$ cat src/rtl/sram_arbiter_seq_pkg.sv
// Shared FSM encodings, access codes and plan/merge helpers for the SRAM arbiter.
// Plan slots are ordered {hi WR, hi RD, lo WR, lo RD}; bit1 of a slot index is the half, bit0 the op.
package sram_arbiter_seq_pkg;

  localparam logic [1:0] ST_IDLE  = 2'd0;
  localparam logic [1:0] ST_ISSUE = 2'd1;
  localparam logic [1:0] ST_WAIT  = 2'd2;
  localparam logic [1:0] ST_DONE  = 2'd3;

  localparam logic ACC_RD = 1'b0;
  localparam logic ACC_WR = 1'b1;

  typedef struct packed {
    logic [3:0]  wstrb;
    logic [31:0] wdata;
  } req_t;

  // A word read touches both halves; a partial halfword strobe needs RD before WR.
  function automatic logic [3:0] build_plan(input logic [3:0] wstrb);
    logic [3:0] plan;
    if (wstrb == 4'b0000) begin
      plan = 4'b0101;
    end else begin
      plan[0] = ^wstrb[1:0];
      plan[1] = |wstrb[1:0];
      plan[2] = ^wstrb[3:2];
      plan[3] = |wstrb[3:2];
    end
    return plan;
  endfunction

  function automatic logic [1:0] lowest_slot(input logic [3:0] mask);
    logic [1:0] slot;
    if (mask[0])      slot = 2'd0;
    else if (mask[1]) slot = 2'd1;
    else if (mask[2]) slot = 2'd2;
    else              slot = 2'd3;
    return slot;
  endfunction

  function automatic logic [15:0] merge_half(input logic [15:0] old_half,
                                             input logic [15:0] new_half,
                                             input logic [1:0]  strb);
    return {strb[1] ? new_half[15:8] : old_half[15:8],
            strb[0] ? new_half[7:0]  : old_half[7:0]};
  endfunction

endpackage

$ cat src/rtl/sram_arbiter_seq_port_arbiter.sv
// Two-way fixed-priority arbiter (port 0 first) with a saturating starvation counter for port 1.
// Decision registered: gnt_valid pulses the cycle after an enabled arbitration; no backpressure.
module sram_port_arbiter #(
  parameter int STARVE_LIMIT = 4
) (
  input  logic       clk,
  input  logic       reset,
  input  logic [1:0] req,
  input  logic       grant_en,
  output logic       gnt_valid,
  output logic       gnt_id
);

  localparam int CW = $clog2(STARVE_LIMIT + 1);
  localparam logic [CW-1:0] LIMIT = CW'(STARVE_LIMIT);

  logic [CW-1:0] starve_q, starve_d;
  logic          gnt_valid_q, gnt_valid_d;
  logic          gnt_id_q, gnt_id_d;
  logic          pick1;

  always_comb begin
    starve_d    = starve_q;
    gnt_valid_d = 1'b0;
    gnt_id_d    = gnt_id_q;
    pick1       = req[1] && (!req[0] || (starve_q == LIMIT));
    if (grant_en && (req != 2'b00)) begin
      gnt_valid_d = 1'b1;
      gnt_id_d    = pick1;
      if (pick1 || !req[1]) begin
        starve_d = '0;
      end else if (starve_q != LIMIT) begin
        starve_d = starve_q + CW'(1);
      end
    end
  end

  always_ff @(posedge clk) begin
    if (reset) begin
      starve_q    <= '0;
      gnt_valid_q <= 1'b0;
      gnt_id_q    <= 1'b0;
    end else begin
      starve_q    <= starve_d;
      gnt_valid_q <= gnt_valid_d;
      gnt_id_q    <= gnt_id_d;
    end
  end

  assign gnt_valid = gnt_valid_q;
  assign gnt_id    = gnt_id_q;

endmodule

$ cat src/rtl/sram_arbiter_seq.sv
// Shares a 16-bit SRAM core between two 32-bit native-bus ports, one halfword access at a time.
// Ready pulses 2+3N cycles after grant with an idle core; masters hold valid until their ready pulse.
module sram_arbiter_seq
  import sram_arbiter_seq_pkg::*;
#(
  parameter int AW           = 18,
  parameter int STARVE_LIMIT = 4
) (
  input  logic          clk,
  input  logic          reset,
  input  logic          p0_valid,
  output logic          p0_ready,
  input  logic [3:0]    p0_wstrb,
  input  logic [31:0]   p0_addr,
  input  logic [31:0]   p0_wdata,
  output logic [31:0]   p0_rdata,
  input  logic          p1_valid,
  output logic          p1_ready,
  input  logic [3:0]    p1_wstrb,
  input  logic [31:0]   p1_addr,
  input  logic [31:0]   p1_wdata,
  output logic [31:0]   p1_rdata,
  output logic          mem_read,
  output logic          mem_write,
  output logic [AW-1:0] mem_address,
  output logic [15:0]   mem_data_write,
  input  logic [15:0]   mem_data_read,
  input  logic          mem_ready,
  output logic          grant,
  output logic          busy
);

  logic [1:0]    state_q, state_d;
  logic          wait_first_q, wait_first_d;
  logic          gnt_id_q, gnt_id_d;
  req_t          req_q, req_d;
  logic [AW-2:0] waddr_q, waddr_d;
  logic [3:0]    remain_q, remain_d;
  logic [15:0]   lo_buf_q, lo_buf_d;
  logic [15:0]   hi_buf_q, hi_buf_d;
  logic [31:0]   p0_rdata_q, p0_rdata_d;
  logic [31:0]   p1_rdata_q, p1_rdata_d;
  logic [AW-1:0] mem_address_q, mem_address_d;
  logic [15:0]   mem_data_write_q, mem_data_write_d;

  logic          arb_gnt_valid;
  logic          arb_gnt_id;
  logic          grant_en;
  logic [1:0]    cur_slot;
  logic [1:0]    load_slot;
  logic [3:0]    nxt_remain;
  logic [3:0]    load_mask;
  logic          load_en;
  logic [15:0]   load_old;
  logic [31:0]   done_rdata;
  logic          unused_addr_bits;

  assign unused_addr_bits = ^{p0_addr[31:AW+1], p0_addr[1:0], p1_addr[31:AW+1], p1_addr[1:0]};

  // Hold off arbitration while a registered grant is in flight to the FSM.
  assign grant_en = (state_q == ST_IDLE) && !arb_gnt_valid;

  sram_port_arbiter #(
    .STARVE_LIMIT (STARVE_LIMIT)
  ) u_port_arbiter (
    .clk       (clk),
    .reset     (reset),
    .req       ({p1_valid, p0_valid}),
    .grant_en  (grant_en),
    .gnt_valid (arb_gnt_valid),
    .gnt_id    (arb_gnt_id)
  );

  assign cur_slot   = lowest_slot(remain_q);
  assign nxt_remain = remain_q & ~(4'b0001 << cur_slot);

  always_comb begin
    state_d          = state_q;
    wait_first_d     = wait_first_q;
    gnt_id_d         = gnt_id_q;
    req_d            = req_q;
    waddr_d          = waddr_q;
    remain_d         = remain_q;
    lo_buf_d         = lo_buf_q;
    hi_buf_d         = hi_buf_q;
    p0_rdata_d       = p0_rdata_q;
    p1_rdata_d       = p1_rdata_q;
    mem_address_d    = mem_address_q;
    mem_data_write_d = mem_data_write_q;
    mem_read         = 1'b0;
    mem_write        = 1'b0;
    load_en          = 1'b0;
    load_mask        = 4'b0000;
    load_old         = 16'h0000;
    load_slot        = 2'd0;
    done_rdata       = 32'h0;

    case (state_q)
      ST_IDLE: begin
        if (arb_gnt_valid) begin
          gnt_id_d = arb_gnt_id;
          if (arb_gnt_id) begin
            req_d.wstrb = p1_wstrb;
            req_d.wdata = p1_wdata;
            waddr_d     = p1_addr[AW:2];
          end else begin
            req_d.wstrb = p0_wstrb;
            req_d.wdata = p0_wdata;
            waddr_d     = p0_addr[AW:2];
          end
          remain_d  = build_plan(req_d.wstrb);
          load_en   = 1'b1;
          load_mask = remain_d;
          state_d   = ST_ISSUE;
        end
      end
      ST_ISSUE: begin
        if (mem_ready) begin
          mem_read     = (cur_slot[0] == ACC_RD);
          mem_write    = (cur_slot[0] == ACC_WR);
          wait_first_d = 1'b1;
          state_d      = ST_WAIT;
        end
      end
      ST_WAIT: begin
        // The core may still report ready in the cycle right after the strobe.
        if (wait_first_q) begin
          wait_first_d = 1'b0;
        end else if (mem_ready) begin
          if (cur_slot[0] == ACC_RD) begin
            if (cur_slot[1]) hi_buf_d = mem_data_read;
            else             lo_buf_d = mem_data_read;
          end
          remain_d = nxt_remain;
          if (nxt_remain == 4'b0000) begin
            done_rdata = {hi_buf_d, lo_buf_d};
            if (gnt_id_q) p1_rdata_d = done_rdata;
            else          p0_rdata_d = done_rdata;
            state_d = ST_DONE;
          end else begin
            // A partial-strobe write always directly follows the read of its own half.
            load_en   = 1'b1;
            load_mask = nxt_remain;
            load_old  = mem_data_read;
            state_d   = ST_ISSUE;
          end
        end
      end
      ST_DONE: begin
        state_d = ST_IDLE;
      end
      default: begin
        state_d = ST_IDLE;
      end
    endcase

    if (load_en) begin
      load_slot     = lowest_slot(load_mask);
      mem_address_d = {waddr_d, load_slot[1]};
      if (load_slot[1]) begin
        mem_data_write_d = merge_half(load_old, req_d.wdata[31:16], req_d.wstrb[3:2]);
      end else begin
        mem_data_write_d = merge_half(load_old, req_d.wdata[15:0], req_d.wstrb[1:0]);
      end
    end
  end

  always_ff @(posedge clk) begin
    if (reset) begin
      state_q          <= ST_IDLE;
      wait_first_q     <= 1'b0;
      gnt_id_q         <= 1'b0;
      req_q            <= '0;
      waddr_q          <= '0;
      remain_q         <= 4'b0000;
      lo_buf_q         <= 16'h0000;
      hi_buf_q         <= 16'h0000;
      p0_rdata_q       <= 32'h0;
      p1_rdata_q       <= 32'h0;
      mem_address_q    <= '0;
      mem_data_write_q <= 16'h0000;
    end else begin
      state_q          <= state_d;
      wait_first_q     <= wait_first_d;
      gnt_id_q         <= gnt_id_d;
      req_q            <= req_d;
      waddr_q          <= waddr_d;
      remain_q         <= remain_d;
      lo_buf_q         <= lo_buf_d;
      hi_buf_q         <= hi_buf_d;
      p0_rdata_q       <= p0_rdata_d;
      p1_rdata_q       <= p1_rdata_d;
      mem_address_q    <= mem_address_d;
      mem_data_write_q <= mem_data_write_d;
    end
  end

  assign p0_ready       = (state_q == ST_DONE) && !gnt_id_q;
  assign p1_ready       = (state_q == ST_DONE) &&  gnt_id_q;
  assign p0_rdata       = p0_rdata_q;
  assign p1_rdata       = p1_rdata_q;
  assign mem_address    = mem_address_q;
  assign mem_data_write = mem_data_write_q;
  assign grant          = gnt_id_q;
  assign busy           = (state_q != ST_IDLE);

endmodule

$ cat config.mk
export PLATFORM = sky130hd
export DESIGN_NAME = sram_arbiter_seq
export DESIGN_NICKNAME = d
export VERILOG_FILES = /design/src/rtl/sram_arbiter_seq_pkg.sv /design/src/rtl/sram_arbiter_seq_port_arbiter.sv /design/src/rtl/sram_arbiter_seq.sv
export SDC_FILE = /design/constraint.sdc
export NUM_CORES = 1
export LEC_CHECK = 0
export CELL_PAD_IN_SITES_DETAIL_PLACEMENT = 0
export CELL_PAD_IN_SITES_GLOBAL_PLACEMENT = 1
export CORE_ASPECT_RATIO = 1.4
export CORE_MARGIN = 2
export CORE_UTILIZATION = 37
export DETAILED_ROUTE_END_ITERATION = 8
export PLACE_DENSITY = 0.86
export SETUP_SLACK_MARGIN = 0.3
export SLEW_MARGIN = 30
export SYNTH_ARGS = -nofsm -noshare
export SYNTH_HDL_FRONTEND = slang
export SYNTH_SLANG_ARGS = --single-unit
$ cat constraint.sdc
create_clock -name clk -period 6.6 [get_ports clk]
set_input_delay 1.32 -clock clk [delete_from_list [all_inputs] [get_ports clk]]
set_output_delay 1.32 -clock clk [all_outputs]
set_load 0.01 [all_outputs]
Yosys cells after proc, flatten, opt, wreduce, memory -nomap -nowiden --
Cells that the tools add are included.
Operators by class: add/sub/neg operators 1, equal/unequal tests 9, shift-type cells 1, muxes and demuxes 58, bitwise logic cells 5, reductions and logical operators 31
Operators by type and width (number):
- 36-bit 2-to-1 mux | 5
- 16-bit 2-to-1 mux | 9
- 17-bit 2-to-1 mux | 3
- 8-bit 2-to-1 mux | 4
- 2-bit 2-to-1 mux | 10
- 3-bit 2-to-1 mux | 6
- 4-bit 2-to-1 mux | 4
- 1-bit 2-to-1 mux | 12
- 5-bit AND reduction | 2
- 2-bit nonzero test | 5
- 4-bit logical NOT | 2
- 2-bit case mux with 4 select lines | 1
- 4-bit case mux with 2 select lines | 1
- 4-bit AND reduction | 2
- 2-bit != test, second input constant | 3
- 3-bit case mux with 2 select lines | 1
- 2-bit AND reduction | 3
- 1-bit logical AND | 5
- 4-bit AND | 1
- 2-bit equality test, second input constant | 2
- 1-bit logical NOT | 4
- 4-bit NOT | 1
- 1-bit case mux with 2 select lines | 2
- 2-bit OR reduction | 2
- 11 further kinds | 15
Storage, ports and cells: register bits 196, bits of input ports 157, output and inout bits 104, logic and storage cells 121

Depth between registers and ports, before layout --
word-level depth 16, gate-level depth with buffers 8, gate-level depth less buffers 7

Modules after synthesis --
A second synthesis with hierarchy kept.
Second synthesis, totals: cell total of the unflattened synthesis 934, area total of the unflattened synthesis 8394.3 µm²
By module, submodules not included:
- sram_arbiter_seq | times used 1, cells an instance 911, area an instance 8164.1 µm², sequential area each 3823.7 µm²
- sram_port_arbiter | times used 1, cells an instance 23, area an instance 230.2 µm², sequential area each 100.1 µm²

Least setup slack after synthesis --
No wires, ideal clock.
path type input port to output port, from input port mem_ready, to output port mem_write, data arrival time 1.813 ns, required time 5.280 ns, path slack 3.467 ns, stages on the path 3, buffers on the path 0, cell sequence nor2b_1 -> nand2_1 -> nor3_1
Between the ends: cells in the longest elaborated chain, start to end 2
Ends and longest elaborated chain:
- from (decl) | RTL line sram_arbiter_seq.sv:28 | input logic mem_ready,
- 1-bit 2-to-1 mux | RTL line sram_arbiter_seq.sv:118 | if (mem_ready) begin
- 1-bit 2-to-1 mux | RTL line sram_arbiter_seq.sv:98 | case (state_q)
- to (decl) | RTL line sram_arbiter_seq.sv:24 | output logic mem_write,
No other way between the ends.

Final worst setup path --
Same ends and word-level chain as after synthesis.

==> results.py <==
metrics = {
    "outcome": {
        "status": "completed",
    },
    "synth": {
        "avgSynthCellArea_um2": 8.915,
        "synth_area_um2": 8335,
        "yosys_register_bits": 196,
        "synth_common_cells": "dfxtp_1 (196), nor2_1 (183), mux2i_1 (85)",
        "synth_cell_types": 50,
        "synth_top_flop_cell": "dfxtp_1",
        "synth_edf_count": 0,
        "synthCells": 935,
        "yosysSeqAreaShare_pct": 47.07,
        "synth_most_common_cell": "dfxtp_1",
        "yosys.area.top_type_share_pct": 47.07,
        "ys_warn_count": 0,
        "synth_area_leaders": "dfxtp_1 (47%), mux2i_1 (10%), nor2_1 (8.2%), a211oi_1 (7.1%), nand2_1 (3.7%)",
        "yosys.area.top_type": "dfxtp_1",
        "syn-num-nets": 1096,
        "ys_async_sr_fraction_pct": 0,
    },
    "detailed_routing": {
        "dr.pass1.iters": 5,
        "drt-initial-drc-count": 491,
        "drt_drc_violations_left": 0,
        "dr_total_vias": 7253,
        "wl_um": 22910,
        "routedWlPerCell_um": 16.00,
        "ant_nets": 0,
        "viasPerCell": 5.065,
    },
    "floorplan": {
        "die_area_um2": 23760,
        "fp-row-count": 65,
        "core_um2": 22370,
        "start_util_pct": 37.27,
        "ioPinCount": 261,
        "die_y_um": 181.6,
        "fp.dieW_um": 130.9,
    },
    "final_layout": {
        "fillers": 2135,
        "nets": 1279,
        "fin_util_pct": 50.51,
        "drive_above_1_share_pct": 5.482,
        "area_delta_synth_final_pct": 35.53,
        "n_antenna_cell": 0,
    },
    "timing": {
        "grt_setup_unrepaired": "false",
        "relSlewSlack_pct": 37.76,
        "maxSlewViolCount": 0,
        "worst_slack_ps": 2307,
        "max_freq_ghz": 0.2329,
        "finalSetupViolCount": 0,
        "fin_tns_setup_ps": 0,
        "hold_viol": 0,
        "post-route-min-period_ps": 4293,
        "finClkSkew_ps": 11.44,
        "worstMarginPinSlew_ps": 933.6,
        "timing.final.crit_share_pct": 65.04,
    },
    "grt": {
        "grt_max_degree": 109,
        "grt_antenna_before_repair": 0,
        "grt_pass1_wl_um": 35830,
        "grt_pass1_vias": 6700,
        "grt_usage_pct": 19.32,
        "grt-ovfl-total": 0,
    },
    "place": {
        "dp_slack_ps": 2307,
        "globalplace.congestion": 0.7858,
        "io_buffer_count": 230,
        "dp_hpwl_um": 16010,
    },
    "critical_path": {
        "required_ps": 5280,
        "cp_slowest_cell": "clkdlybuf4s50_1",
        "cp-end-kind": "output pin",
        "arrival_ps": 2970,
        "crit_fanout": 6,
        "start_kind": "input pin",
        "crit_path_frequent_cell": "clkdlybuf4s50_1",
        "r2r_start": "u_port_arbiter.gnt_id$_SDFFE_PP0P_",
        "critPathMaxStageDelay_ps": 590,
        "worstSetupStartpoint": "mem_ready",
        "worstSetupPathType": "in -> out",
        "crit_chain": "clkdlybuf4s50_1 -> nor2b_1 -> nand2_1 -> nor3_1 -> clkdlybuf4s50_1",
    },
    "clock_tree": {
        "cts_setup_buffers": 0,
        "clock-root-buffer": "clkbuf_16",
        "cts_tree": "done",
        "clkSinkCount": 196,
        "clk_pin_slew_worst_paths_ps": 70,
        "cts_resized": 0,
        "htreeDepth": 4,
        "cts_buffers": 17,
        "insertion_delay_ps": 430,
        "cts_max_path_buffers": 2,
        "hold_buffers": 0,
    },
    "flow_run": {
        "max_cap_violations": 0,
    },
    "power": {
        "powerDensity_nw_per_um2": 248.9,
        "total_power_mw": 2.812,
        "ir_drop_mv": 0.1789,
        "power_leakage_nw": 3.909,
    },
    "min_path": {
        "hp-class": "reg -> reg",
        "min-delay-start": "lo_buf_q[8]$_SDFFE_PP0P_",
    },
}
## path summary, 6_finish.rpt
check | to | slack, ps | depth (start not counted)
worst max-delay path | mem_write | 2310 | 5
worst min-delay path | lo_buf_q[8]$_SDFFE_PP0P_ | 450 | 2
worst max register to register | mem_data_write[1]$_SDFFE_PP0P_ | 3380 | 7
worst min register to register | lo_buf_q[8]$_SDFFE_PP0P_ | 450 | 2
## metal layers
metal / GRT usage (%) / wire [um]
met1: 25.02 / 10020
met2: 31.67 / 11430
met3: 3.595 / 923
met4: 7.447 / 540
met5: 0 / 0
## area by class of cell
class	count	area [um^2]	area share (%)
Clock buffer	19	442.9	3.921
Tap cell	301	376.6	3.334
Sequential cell	196	3931	34.80
Clock inverter	13	143.9	1.274
Inverter	9	33.78	0.2990
Timing Repair Buffer	239	2371	20.99
Multi-Input combinational cell	655	3998	35.39
## logic make-up after synthesis
logic type,synth area share (%)
muxes,10.93
and+or+nand+nor,17.14
buffers and inverters,5.043
DFF,47.07
AOI/OAI and AO/OA,19.08
adders and majority gates,0.7355
## cell usage in the layout (no fill, tap or decap), types with 7 or more instances in the layout
| cell | netlist | final |
|---|---|---|
| a22o_1 | 15 | 15 |
| a21o_1 | 17 | 17 |
| inv_1 | 9 | 9 |
| nand2_1 | 83 | 83 |
| clkbuf_16 | 0 | 17 |
| clkdlybuf4s50_1 | 0 | 229 |
| buf_4 | 1 | 9 |
| a21oi_1 | 59 | 59 |
| nor2_1 | 183 | 183 |
| a211oi_1 | 79 | 79 |
| a211o_1 | 15 | 15 |
| dfxtp_1 | 196 | 194 |
| mux2i_1 | 85 | 85 |
| a31oi_1 | 18 | 18 |
| nand3_1 | 36 | 36 |
| nor3_1 | 7 | 7 |
## state kept, by name, summed over array words and instances (netlist names)
register,count
mem_address,18
p1_rdata,32
u_port_arbiter.gnt_id,1
state_q,2
u_port_arbiter.starve_q,3
wait_first_q,1
waddr_q,17
remain_q,4
lo_buf_q,16
u_port_arbiter.gnt_valid,1
req_q,36
hi_buf_q,16
grant,1
mem_data_write,16
p0_rdata,32
## per-stage QoR
step	cells	instance area, um^2	hold WS [ps]
detailed placement	1400	10710	445.8
floorplan	935	8335	435.7
CTS	1432	11290	455.8
finish	1432	11300	454.3
global route	1432	11300	469.8
global placement	1400	10710	440.9
## worst max-delay path, delay by kind of cell
family,cells,cell delay (ps)
simple gates,3,480
buf+inv,2,1160
## power by group
group	leakage [nW]	internal, mW	switching (mW)
sequential	1.59	1.26	0.0634
clock	0.277	0.544	0.478
combinational	2.04	0.235	0.235
total	3.91	2.04	0.776
(Power assumes the default switching activity.)
